$ cat config.mk
export PLATFORM = sky130hd
export DESIGN_NAME = storer
export DESIGN_NICKNAME = d
export VERILOG_FILES = /design/src/rtl/storer_pkg.sv /design/src/rtl/storer.sv
export SDC_FILE = /design/constraint.sdc
export NUM_CORES = 1
export LEC_CHECK = 0
export CORE_MARGIN = 5
export CORE_UTILIZATION = 44
export CTS_BUF_LIST = sky130_fd_sc_hd__clkbuf_8
export DETAILED_ROUTE_END_ITERATION = 8
export PLACE_DENSITY = 0.9
export SLEW_MARGIN = 20
export SYNTH_ARGS = -nofsm -noshare
export SYNTH_HDL_FRONTEND = slang
export SYNTH_SLANG_ARGS = --single-unit
$ cat constraint.sdc
create_clock -name clk -period 3.13 [get_ports clk]
set_input_delay 0.626 -clock clk [delete_from_list [all_inputs] [get_ports clk]]
set_output_delay 0.626 -clock clk [all_outputs]
set_load 0.03 [all_outputs]
$ cat src/rtl/storer_pkg.sv
// Shared CPU package: fetch-side state and source constants plus the
// store-path state encoding and default datapath widths.
// Optional readback verification is selected with the STORER_READBACK_EN macro.
package storer_pkg;

  // Default datapath widths used by the CPU blocks
  localparam int STORE_BITS_DEF      = 8;
  localparam int STORE_ADDR_BITS_DEF = 8;

  // Fetch source selectors
  localparam logic FETCH_ROM = 1'b0;
  localparam logic FETCH_RAM = 1'b1;

  // Fetch sequencer states
  typedef enum logic [1:0] {
    FETCH_IDLE = 2'd0,
    FETCH_ADDR = 2'd1,
    FETCH_DATA = 2'd2
  } fetch_state_e;

  // Store sequencer states
  typedef enum logic [2:0] {
    STORE_IDLE       = 3'd0,
    STORE_SETUP      = 3'd1,
    STORE_WRITE      = 3'd2,
    STORE_VERIFY_RD  = 3'd3,
    STORE_VERIFY_CMP = 3'd4,
    STORE_DONE       = 3'd5
  } store_state_e;

  // Reload value of the write-hold counter: counts down to zero across the
  // write pulse, so a pulse of n cycles starts at n-1.
  function automatic logic [3:0] store_hold_init(input int we_cycles);
    return 4'(we_cycles - 1);
  endfunction

endpackage

$ cat src/rtl/storer.sv
// Store sequencer: latches an address/data pair on request, presents it to
// the RAM for one setup cycle, holds the write enable for WE_CYCLES cycles,
// optionally reads the word back and flags a mismatch, then pulses done.
// Macro STORER_READBACK_EN enables the VERIFY_RD/VERIFY_CMP readback states.
module storer
  import storer_pkg::*;
#(
  parameter int BITS      = STORE_BITS_DEF,
  parameter int ADDR_BITS = STORE_ADDR_BITS_DEF,
  parameter int WE_CYCLES = 1
) (
  input  logic                 clk,
  input  logic                 reset,
  input  logic                 store_req,
  input  logic [ADDR_BITS-1:0] store_addr,
  input  logic [BITS-1:0]      store_data,
  input  logic [BITS-1:0]      mem_rdata,
  output logic [ADDR_BITS-1:0] mem_addr,
  output logic [BITS-1:0]      mem_wdata,
  output logic                 mem_we,
  output logic                 busy,
  output logic                 done,
  output logic                 err
);

  // The hold counter is 4 bits wide, so the pulse length must fit 1..15.
  if ((WE_CYCLES < 1) || (WE_CYCLES > 15)) begin : g_bad_we_cycles
    $error("storer: WE_CYCLES must be in the range 1..15");
  end

  localparam logic [3:0] HOLD_INIT = store_hold_init(WE_CYCLES);

  store_state_e          state_r;
  store_state_e          state_s;
  logic [3:0]            hold_r;
  logic [3:0]            hold_s;
  logic                  accept_s;
  logic                  err_r;
  logic                  err_s;
  logic [ADDR_BITS-1:0]  addr_r;
  logic [BITS-1:0]       data_r;
  logic                  we_r;
  logic                  busy_r;
  logic                  done_r;

`ifndef STORER_READBACK_EN
  // Read data only matters when readback is built in.
  logic unused_rdata_s;
  assign unused_rdata_s = ^mem_rdata;
`endif

  // Next-state, hold counter and error-flag logic for the store sequence
  always_comb begin
    state_s  = state_r;
    hold_s   = hold_r;
    accept_s = 1'b0;
    err_s    = err_r;
    case (state_r)
      STORE_IDLE: begin
        if (store_req) begin
          accept_s = 1'b1;
          state_s  = STORE_SETUP;
        end else begin
          state_s  = STORE_IDLE;
        end
      end
      STORE_SETUP: begin
        hold_s  = HOLD_INIT;
        state_s = STORE_WRITE;
      end
      STORE_WRITE: begin
        if (hold_r == 4'd0) begin
`ifdef STORER_READBACK_EN
          state_s = STORE_VERIFY_RD;
`else
          state_s = STORE_DONE;
`endif
        end else begin
          hold_s  = hold_r - 4'd1;
          state_s = STORE_WRITE;
        end
      end
`ifdef STORER_READBACK_EN
      STORE_VERIFY_RD: begin
        state_s = STORE_VERIFY_CMP;
      end
      STORE_VERIFY_CMP: begin
        if (mem_rdata != data_r) begin
          err_s = 1'b1;
        end else begin
          err_s = err_r;
        end
        state_s = STORE_DONE;
      end
`endif
      STORE_DONE: begin
        // A request in the done cycle chains straight into the next store.
        if (store_req) begin
          accept_s = 1'b1;
          state_s  = STORE_SETUP;
        end else begin
          state_s  = STORE_IDLE;
        end
      end
      default: begin
        state_s = STORE_IDLE;
      end
    endcase
    // The error flag is sticky until the next accepted request.
    if (accept_s) begin
      err_s = 1'b0;
    end else begin
      err_s = err_s;
    end
`ifndef STORER_READBACK_EN
    err_s = 1'b0;
`endif
  end

  // State, counter and registered outputs; outputs are decoded from the
  // next state so they line up with the state they describe
  always_ff @(posedge clk or posedge reset) begin
    if (reset) begin
      state_r <= STORE_IDLE;
      hold_r  <= 4'd0;
      we_r    <= 1'b0;
      busy_r  <= 1'b0;
      done_r  <= 1'b0;
      err_r   <= 1'b0;
    end else begin
      state_r <= state_s;
      hold_r  <= hold_s;
      we_r    <= (state_s == STORE_WRITE);
      busy_r  <= (state_s != STORE_IDLE);
      done_r  <= (state_s == STORE_DONE);
      err_r   <= err_s;
    end
  end

  // Capture address and data on acceptance; they stay on the RAM bus
  // until the next accepted request
  always_ff @(posedge clk or posedge reset) begin
    if (reset) begin
      addr_r <= '0;
      data_r <= '0;
    end else if (accept_s) begin
      addr_r <= store_addr;
      data_r <= store_data;
    end else begin
      addr_r <= addr_r;
      data_r <= data_r;
    end
  end

  assign mem_addr  = addr_r;
  assign mem_wdata = data_r;
  assign mem_we    = we_r;
  assign busy      = busy_r;
  assign done      = done_r;
  assign err       = err_r;

endmodule

==> flow_metrics.py <==
metrics = {
    "drt": {
        "drt_iter0_drc": 22,
        "drt_wl_total_mm": 2.39,
        "vias": 808,
        "drt-pass1-iter-count": 4,
        "wl_per_cell_um": 15.5,
        "drtAntennaViolNets": 0,
        "viasPerCell": 5.25,
        "post-route-drc-count": 0,
    },
    "clock_tree": {
        "tritoncts": "built",
        "insertion_delay_ns": 0.26,
        "clk_path_buf_depth": 2,
        "cts_resized": 0,
        "clockRootBuffer": "clkbuf_8",
        "ctsHoldBuffers": 0,
        "htree_levels": 1,
        "cts_buffers": 3,
        "clkSinkCount": 26,
        "path_clk_slew_ns": 0.08,
        "cts_setup_buffers": 0,
    },
    "pwr": {
        "cellPowerDensity_nw_per_um2": 1030,
        "power_w": 0.00160,
        "p_leak_nw": 0.647,
        "irDropWorstVdd_uv": 623,
    },
    "placement": {
        "port_buffers": 37,
        "placedCellCount": 151,
        "placedInstanceArea_um2": 1510,
        "dpl.hpwl_mm": 1.83,
        "place_ws_ns": 0.807,
        "routabilityCongestion": 0.700,
    },
    "die": {
        "rows": 18,
        "core_region_area_um2": 2450,
        "start_util_pct": 46.0,
        "die-area_um2": 3680,
        "die_h_um": 60.6,
        "dieWidth_um": 60.6,
        "ios": 47,
    },
    "sta": {
        "fmax_ghz": 0.496,
        "worstMarginPinSlew_ns": 0.898,
        "fin_skew_ns": 0.00502,
        "tns_ns": 0,
        "fin_crit_sh_pct": 64.4,
        "rsz0062_at_grt": "no",
        "fin_ws_ns": 1.11,
        "fin_crit_ns": 2.02,
        "hold_viol": 0,
        "relSlewSlack_pct": 39.7,
        "slew_violations": 0,
        "finalSetupViolCount": 0,
    },
    "logic_synthesis": {
        "syn-num-nets": 116,
        "synth_area_leaders": "dfrtp_1, mux2_2, nor4b_1",
        "synth_top_area_share_pct": 57.6,
        "synth_area_um2": 1130,
        "synth_area_leader_cell": "dfrtp_1",
        "synth_area_per_cell_um2": 12.8,
        "yosysMostFrequentCell": "dfrtp_1",
        "yosys.cell_types.count": 29,
        "synthesis.instances": 88,
        "ys_ff_latch": 26,
        "synth-edff-count": 0,
        "ys.warnings.count": 0,
        "synth-async-reset-ratio_pct": 100,
        "synth_commonest_cells": "dfrtp_1, mux2_2, a21oi_1, inv_1",
        "synth_ff_type": "dfrtp_1",
        "seq_area_frac_synth_pct": 57.6,
    },
    "min_path": {
        "hp-start": "mem_wdata[5]",
        "min_path_cells": 1,
        "worst_hold_path_type": "register to register",
    },
    "flow_run": {
        "maxCapViolCount": 0,
    },
    "critical_path": {
        "worstSetupPathDepth": 4,
        "crit_path_end_kind": "register",
        "crit_type": "input port to register",
        "cp.arrival_ns": 2.16,
        "crit_start": "store_req",
        "crit_family": "buffers and inverters",
        "critPathMaxFanout": 10,
        "critPathBufInv": 2,
        "required_ns": 3.28,
        "slowest_delay_ns": 0.50,
        "reg2reg_depth": 4,
        "path_cells": "clkdlybuf4s50_1, nor3b_4, buf_4, mux2_2",
        "r2r_start": "state_r[0]",
        "crit_slowest_cell": "clkdlybuf4s50_1",
        "critPathLaunchType": "input port",
    },
    "finish": {
        "finalInstanceArea_um2": 1560,
        "multiInputGateArea_um2": 433,
        "final.fill_count": 187,
        "drive_gt1_share_pct": 18.5,
        "seq_area_um2": 651,
        "nets": 154,
        "final_cells": 154,
        "antennaDiodeCount": 0,
        "area_delta_synth_final_pct": 37.8,
    },
    "global_routing": {
        "grt_antenna_before_repair": 0,
        "grt_use_total_pct": 14.3,
        "grt_pass1_wl_mm": 3.91,
        "grt_start_max_net_pins": 27,
        "grt_pass1_vias": 855,
        "overflow": 0,
    },
    "status": {
        "outcome": "complete, no violations",
    },
}
logic make-up after synthesis:
kind of cell | synth area share [%]
DFF | 57.6
and+or+nand+nor | 13.2
muxes | 16.9
AOI/OAI and AO/OA | 6.10
buffers and inverters | 3.99
adders and majority gates | 1.11
other | 0.332
xor gates and xnor gates | 0.776
path summary, 6_finish.rpt:
check | slack (ns) | end
worst max-delay path | 1.11 | mem_addr[2]
worst min-delay path | 0.51 | mem_wdata[5]
worst max register to register | 1.21 | mem_addr[2]
worst min register to register | 0.51 | mem_wdata[5]
max in group asynchronous | 1.95 | mem_addr[1]
min in group asynchronous | 0.76 | mem_wdata[4]
area by class of cell:
type | instances | area share [%]
clock buffers | 3 | 2.65
inverters | 4 | 0.965
multi-input cells | 53 | 27.8
flip-flops and latches | 26 | 41.8
well taps | 30 | 2.41
repair buffers | 38 | 24.3
flip-flops by register name, indices dropped and copies added (netlist names):
name and flops:
done 1, mem_addr 8, busy 1, mem_wdata 8, hold_r 4, mem_we 1, state_r 3
placed cells by master, fill, tap and decap left out, types with 2 or more instances in the layout:
cell and instances:
nor4b_1 3, dfrtp_1 26, clkdlybuf4s50_1 37, and3_1 3, clkbuf_8 3, nand2b_1 2, nand3_1 3, a21oi_1 4
mux2_2 16, nor2_1 3, o211ai_1 2, inv_1 3, o31ai_1 2
report_power, final:
group          internal, W  switching, W
registers         0.000474      0.000109
clock network    0.0000859     0.0000939
logic             0.000402      0.000432
total             0.000962      0.000635
through the flow:
stage	hold WS, ns	utilization [%]
5_1_grt	0.520	63.4
3_5_place_dp	0.500	61.7
2_1_floorplan	0.509	-
3_3_place_gp	0.488	61.7
4_1_cts	0.515	63.4
6_report	0.511	63.4
per-layer routing:
metal	vias to the layer above	wire, µm	track usage, %	share of wire [%]
met1	397	897	16.6	38
met2	27	1310	26.3	55
li1	380	-	-	-
met4	0	25	4.95	1.0
met5	-	0	0	0
met3	4	159	2.55	6.7
Note: power is estimated with default switching activity, not from simulation.
